<file path="src/rtl/wishbone_cmd_master_pkg.sv">
// Shared definitions for the single-outstanding Wishbone command master:
// FSM state encoding and default bus constants.
package wishbone_cmd_master_pkg;

    typedef enum logic [1:0] {
        StIdle,
        StCmdBus,
        StCmdRsp,
        StIntBus
    } state_e;

    localparam logic [15:0] DefaultTimeout = 16'd1000;
    localparam logic [31:0] DefaultIntAddr = 32'hFF00_0000;
    localparam logic [3:0]  SelAll         = 4'hF;

endpackage

</file>
<file path="src/rtl/wishbone_cmd_master.sv">
// Single-outstanding Wishbone classic master: turns a valid/ready command stream into bus
// cycles, returns responses, and fetches interrupt status on a rising edge of i_m_int.
module wishbone_cmd_master
    import wishbone_cmd_master_pkg::*;
#(
    parameter logic [15:0] TIMEOUT  = DefaultTimeout,
    parameter logic [31:0] INT_ADDR = DefaultIntAddr
) (
    input  logic        clk,
    input  logic        rst,
    input  logic        i_cmd_valid,
    output logic        o_cmd_ready,
    input  logic        i_cmd_we,
    input  logic [31:0] i_cmd_adr,
    input  logic [31:0] i_cmd_dat,
    input  logic [3:0]  i_cmd_sel,
    output logic        o_rsp_valid,
    input  logic        i_rsp_ready,
    output logic [31:0] o_rsp_dat,
    output logic        o_rsp_err,
    output logic        o_int_strobe,
    output logic [31:0] o_int_status,
    output logic        o_m_we,
    output logic        o_m_cyc,
    output logic        o_m_stb,
    output logic [3:0]  o_m_sel,
    output logic [31:0] o_m_adr,
    output logic [31:0] o_m_dat,
    input  logic [31:0] i_m_dat,
    input  logic        i_m_ack,
    input  logic        i_m_int
);

    state_e      state_q, state_d;
    logic        int_q;
    logic        int_pend_q, int_pend_d;
    logic [15:0] cnt_q, cnt_d;
    logic        cyc_q, cyc_d;
    logic        we_q, we_d;
    logic [3:0]  sel_q, sel_d;
    logic [31:0] adr_q, adr_d;
    logic [31:0] mdat_q, mdat_d;
    logic        rsp_valid_q, rsp_valid_d;
    logic [31:0] rsp_dat_q, rsp_dat_d;
    logic        rsp_err_q, rsp_err_d;
    logic [31:0] int_status_q, int_status_d;
    logic        int_strobe_q, int_strobe_d;

    logic        int_rise;
    logic        cnt_expired;
    logic        bus_d;

    assign int_rise    = i_m_int && !int_q;
    assign cnt_expired = (cnt_q == TIMEOUT - 16'd1);

    // A rise seen this very cycle already blocks a command, so interrupts win ties.
    assign o_cmd_ready = (state_q == StIdle) && !int_pend_q && !int_rise;

    always_comb begin
        state_d      = state_q;
        int_pend_d   = int_pend_q || int_rise;
        cnt_d        = cnt_q;
        we_d         = we_q;
        sel_d        = sel_q;
        adr_d        = adr_q;
        mdat_d       = mdat_q;
        rsp_dat_d    = rsp_dat_q;
        rsp_err_d    = rsp_err_q;
        int_status_d = int_status_q;
        int_strobe_d = 1'b0;

        unique case (state_q)
            StIdle: begin
                if (int_pend_q || int_rise) begin
                    // Consumed on entry; a rise during the fetch re-arms it for another fetch.
                    int_pend_d = 1'b0;
                    adr_d      = INT_ADDR;
                    we_d       = 1'b0;
                    sel_d      = SelAll;
                    cnt_d      = '0;
                    state_d    = StIntBus;
                end else if (i_cmd_valid) begin
                    we_d    = i_cmd_we;
                    adr_d   = i_cmd_adr;
                    mdat_d  = i_cmd_dat;
                    sel_d   = i_cmd_sel;
                    cnt_d   = '0;
                    state_d = StCmdBus;
                end
            end
            StCmdBus: begin
                cnt_d = cnt_q + 16'd1;
                if (i_m_ack) begin
                    rsp_dat_d = we_q ? 32'd0 : i_m_dat;
                    rsp_err_d = 1'b0;
                    state_d   = StCmdRsp;
                end else if (cnt_expired) begin
                    rsp_dat_d = 32'd0;
                    rsp_err_d = 1'b1;
                    state_d   = StCmdRsp;
                end
            end
            StCmdRsp: begin
                if (i_rsp_ready) begin
                    state_d = StIdle;
                end
            end
            StIntBus: begin
                cnt_d = cnt_q + 16'd1;
                if (i_m_ack) begin
                    int_status_d = i_m_dat;
                    int_strobe_d = 1'b1;
                    state_d      = StIdle;
                end else if (cnt_expired) begin
                    state_d = StIdle;
                end
            end
            default: state_d = StIdle;
        endcase

        bus_d       = (state_d == StCmdBus) || (state_d == StIntBus);
        cyc_d       = bus_d;
        rsp_valid_d = (state_d == StCmdRsp);
        if (!bus_d) begin
            we_d  = 1'b0;
            sel_d = 4'h0;
        end
    end

    always_ff @(posedge clk or negedge rst) begin
        if (!rst) begin
            state_q      <= StIdle;
            int_q        <= 1'b0;
            int_pend_q   <= 1'b0;
            cnt_q        <= '0;
            cyc_q        <= 1'b0;
            we_q         <= 1'b0;
            sel_q        <= 4'h0;
            adr_q        <= '0;
            mdat_q       <= '0;
            rsp_valid_q  <= 1'b0;
            rsp_dat_q    <= '0;
            rsp_err_q    <= 1'b0;
            int_status_q <= '0;
            int_strobe_q <= 1'b0;
        end else begin
            state_q      <= state_d;
            int_q        <= i_m_int;
            int_pend_q   <= int_pend_d;
            cnt_q        <= cnt_d;
            cyc_q        <= cyc_d;
            we_q         <= we_d;
            sel_q        <= sel_d;
            adr_q        <= adr_d;
            mdat_q       <= mdat_d;
            rsp_valid_q  <= rsp_valid_d;
            rsp_dat_q    <= rsp_dat_d;
            rsp_err_q    <= rsp_err_d;
            int_status_q <= int_status_d;
            int_strobe_q <= int_strobe_d;
        end
    end

    assign o_m_cyc      = cyc_q;
    assign o_m_stb      = cyc_q;
    assign o_m_we       = we_q;
    assign o_m_sel      = sel_q;
    assign o_m_adr      = adr_q;
    assign o_m_dat      = mdat_q;
    assign o_rsp_valid  = rsp_valid_q;
    assign o_rsp_dat    = rsp_dat_q;
    assign o_rsp_err    = rsp_err_q;
    assign o_int_status = int_status_q;
    assign o_int_strobe = int_strobe_q;

endmodule

</file>
<file path="config.mk">
export PLATFORM = sky130hd
export DESIGN_NAME = wishbone_cmd_master
export DESIGN_NICKNAME = d
export VERILOG_FILES = /design/src/rtl/wishbone_cmd_master_pkg.sv /design/src/rtl/wishbone_cmd_master.sv
export SDC_FILE = /design/constraint.sdc
export NUM_CORES = 1
export LEC_CHECK = 0
export BUFFER_PORTS_ARGS = -buffer_cell sky130_fd_sc_hd__buf_2
export CORE_MARGIN = 2
export CORE_UTILIZATION = 48
export CTS_CLUSTER_DIAMETER = 120
export DETAILED_ROUTE_END_ITERATION = 10
export GPL_TIMING_DRIVEN = 0
export PLACE_DENSITY = 0.79
export SLEW_MARGIN = 40
export SYNTH_ARGS = -nofsm -noshare
export SYNTH_HDL_FRONTEND = slang
export SYNTH_SLANG_ARGS = --single-unit
</file>
<file path="constraint.sdc">
create_clock -name clk -period 2.85 [get_ports clk]
set_clock_uncertainty 0.2 [all_clocks]
set_input_delay 0.57 -clock clk [delete_from_list [all_inputs] [get_ports clk]]
set_output_delay 0.57 -clock clk [all_outputs]
set_load 0.01 [all_outputs]
</file>
==> results.txt <==
- The flow ran to the end, and the final reports show no timing, DRC or antenna violations.
* Total track usage: 22.6%
- The first detailed-routing pass ran for 4 iterations.
* Crit Path Max Fanout: 10
- During placement, the flow inserted port buffers numbering 245.
* Seq cells post-synth: 157
* Num ports: 246
- Leaving out fill and tap cells, the most frequent cell in the layout is sky130_fd_sc_hd__buf_2.
- Antenna-violating nets left: 0
- From synthesis to final layout, the design area changed by 34.7%.
- Worst vdd rail ir drop: 0.599 mV
- Number of nets in the synthesized netlist: 534
- Worst min path class: in2reg
* Pin count of the biggest net entering global routing: 71
- Number of antenna repair diodes: 0
- Vertical extent of the die: 116 microns
* Pin slew with the least headroom to its limit: 0.817 ns
- Clk buf depth: 2
- Wire length reported by the detailed router: 15.1 mm
- Layout Utilization: 65.4%
* Vias per Instance: 5.35
* Clock Root Buffer: sky130_fd_sc_hd__clkbuf_16
- TritonCTS built the clock tree.
- In this run the critical register-to-register path is captured at o_m_dat[14].
* Clock Sink Count: 157
* Synthesized instance count: 426
* Rows: 41
- Number of antenna violations at the first check in global routing: 0
* Max-capacitance violation count: 0
* Number of remaining DRC errors: 0
- Horizontal die dimension: 116 microns
* Ratio of cells with drive above 1 in the final layout: 42.3%
* Data arrival time of the worst path: 2.42 ns
* Count of synthesis-stage warnings from yosys: 0
* Internal reg-to-reg setup slack: 0.51 ns
- The smallest clock period supported by the final layout is computed as 2.34 ns.
* Length in cells of the worst reg-to-reg path: 6
- For this configuration, the core starts out at a cell density of 48.6%.
- CP Data Required Time: 2.93 ns
* DRC marker count from the first detailed-route iteration: 255
- The mapped netlist covers 6060 sq um.
- Average detailed-routed wire length per instance: 17.2 microns
* Clock Latency Late Sink: 0.41 ns
* # fillers: 938
- In this run the critical register-to-register path is launched from state_q[0].
- The core region is 12500 sq um.
- The H-tree was split into 4 levels.
- Hold path startpoint: i_m_int
- Hold Crit Endpoint: int_q
- Power per cell area: 1120 nW/um^2
* Hold violation count in the final report: 0
- CTS Buf Count: 17
* Final worst-path cycle share: 82.0%
* Endpoints failing setup: 0
- Average cell area after synthesis: 14.2 sq um
* Max Slew Vio Count: 0
- RePlAce Congestion: 0.830
* Critical path type: reg2reg
- The die covers 13500 sq um.
* Top achievable clock speed: 0.428 GHz
- Vias in the first global route: 4663
* Number of nets in the finished design: 801
- Vias: 4680
- Summed over all cells, the static leakage comes to 0.00410 uW.
* RSZ-0062 raised after global routing: false
- Counting instances, the worst hold path has a depth of 1.
* Global-route wire length before repair: 23.5 mm
- The synthesized netlist contains 40 unique library cells.
* Max_slew headroom: 45.1%
- Sequential element share of the synthesized area: 64.9%
* Setup crit start kind: flop
- Final global-route overflow total: 0
* Type of destination of the critical path: flop
* Most used cells in the layout excluding fill and tap cells: sky130_fd_sc_hd__buf_2, sky130_fd_sc_hd__dfrtp_1, sky130_fd_sc_hd__mux2_1
- Hold Worst Slack: 0.0757 ns
- The design draws 9130 uW.
- Clock-pin slew was measured on the worst setup and hold paths at 0.06 ns.
* HPWL after DPL: 11.2 mm
worst max-delay path by stage:
stage,start,to,slack (ns),depth (start not counted)
after floorplan,i_m_int,o_m_dat[10],0.72,6
after global placement,rst,o_m_dat[10],-1.11,1
after detailed placement,i_m_int,o_m_dat[14],0.29,7
after CTS,state_q[0],o_m_dat[14],0.51,6
after global routing,state_q[0],o_m_dat[14],0.35,6
final,state_q[0],o_m_dat[14],0.51,6
cell families after synthesis:
group                    after synthesis  synth area share, %
AND/OR/NAND/NOR                       64                 5.99
multiplexers                          64                 11.9
buffers and inverters                 34                 3.12
AO/OA/AOI/OAI                        102                 13.3
XOR/XNOR                               4                0.578
flip-flops                           157                 64.9
adder cells (fa/ha/maj)                1                0.207
registers in the layout (all words and copies together), names as in the netlist, 2 cells and up:
name,cells
cnt_q,16
o_int_status,32
o_m_adr,32
o_m_dat,32
o_m_sel,4
o_rsp_dat,32
state_q,2
critical path: stages (launching register included):
cell and delay [ns]:
sky130_fd_sc_hd__dfrtp_1 0.38, sky130_fd_sc_hd__buf_2 0.18, sky130_fd_sc_hd__nor2_1 0.27, sky130_fd_sc_hd__and3_1 0.26, sky130_fd_sc_hd__buf_2 0.26, sky130_fd_sc_hd__buf_2 0.29, sky130_fd_sc_hd__mux2_1 0.36
metrics by stage:
| stage | setup TNS, ns | setup WS [ns] | std cells | instance area, sq um |
|---|---|---|---|---|
| 2_1_floorplan | 0 | 0.716 | 426 | 6060 |
| 3_3_place_gp | -172.96 | -1.11 | 843 | 7500 |
| 3_5_place_dp | 0 | 0.294 | 845 | 7560 |
| 4_1_cts | 0 | 0.506 | 874 | 8160 |
| 5_1_grt | 0 | 0.347 | 874 | 8160 |
| 6_report | 0 | 0.513 | 874 | 8160 |
layer usage:
layer	vias to the layer above	routed length [microns]	share of wire (%)	GRT usage (%)
met5	-	0	0	0
li1	2121	-	-	-
met3	30	1050	6.9	5.76
met2	173	7830	52	39.1
met4	0	321	2.1	9.68
met1	2356	5880	39	27.0
cells in the mapped netlist, drive strengths merged:
cell type	n	area, sq um
buf	20	136
a32oi	1	8.76
or4	7	52.6
nor2b	1	6.26
mux2	64	721
and4	2	17.5
nand2	16	60.1
inv	4	15.0
nor4	3	40.0
nand4	4	25.0
nand2b	1	6.26
o22a	9	78.8
a41oi	1	8.76
xor2	4	35.0
o31ai	9	67.6
o21ai	8	40.0
and3	5	31.3
o31a	2	17.5
and2	2	12.5
a21oi	11	55.1
a22o	57	499
clkbuf	10	37.5
ha	1	12.5
o41ai	1	8.76
or3	2	12.5
dfrtp	157	3930
nand3	6	30.0
or2	1	6.26
o21a	1	7.51
nor2	9	33.8
or3b	1	8.76
nor3	4	20.0
o211ai	2	15.0
repair_timing:
action	CTS	global route
hold buffers	1	0
buffers inserted	0	0
resized for setup	0	0
endpoints found under the hold margin	30	0
where the power goes:
group | switching [uW] | leakage (uW) | internal (uW)
clock | 818 | 0.000283 | 1420
combinational | 1750 | 0.00187 | 1490
sequential | 486 | 0.00195 | 3160
cell type report:
type | instances | area (sq um) | area share (%)
plain buffers | 30 | 174 | 2.13
clock buffers | 21 | 470 | 5.77
well taps | 172 | 215 | 2.64
multi-input cells | 235 | 1940 | 23.8
inverters | 4 | 15.0 | 0.184
repair buffers | 248 | 1300 | 16.0
flip-flops and latches | 157 | 3930 | 48.2
clock inverters | 7 | 115 | 1.41
No activity file was read; power rests on OpenSTA's default activity.
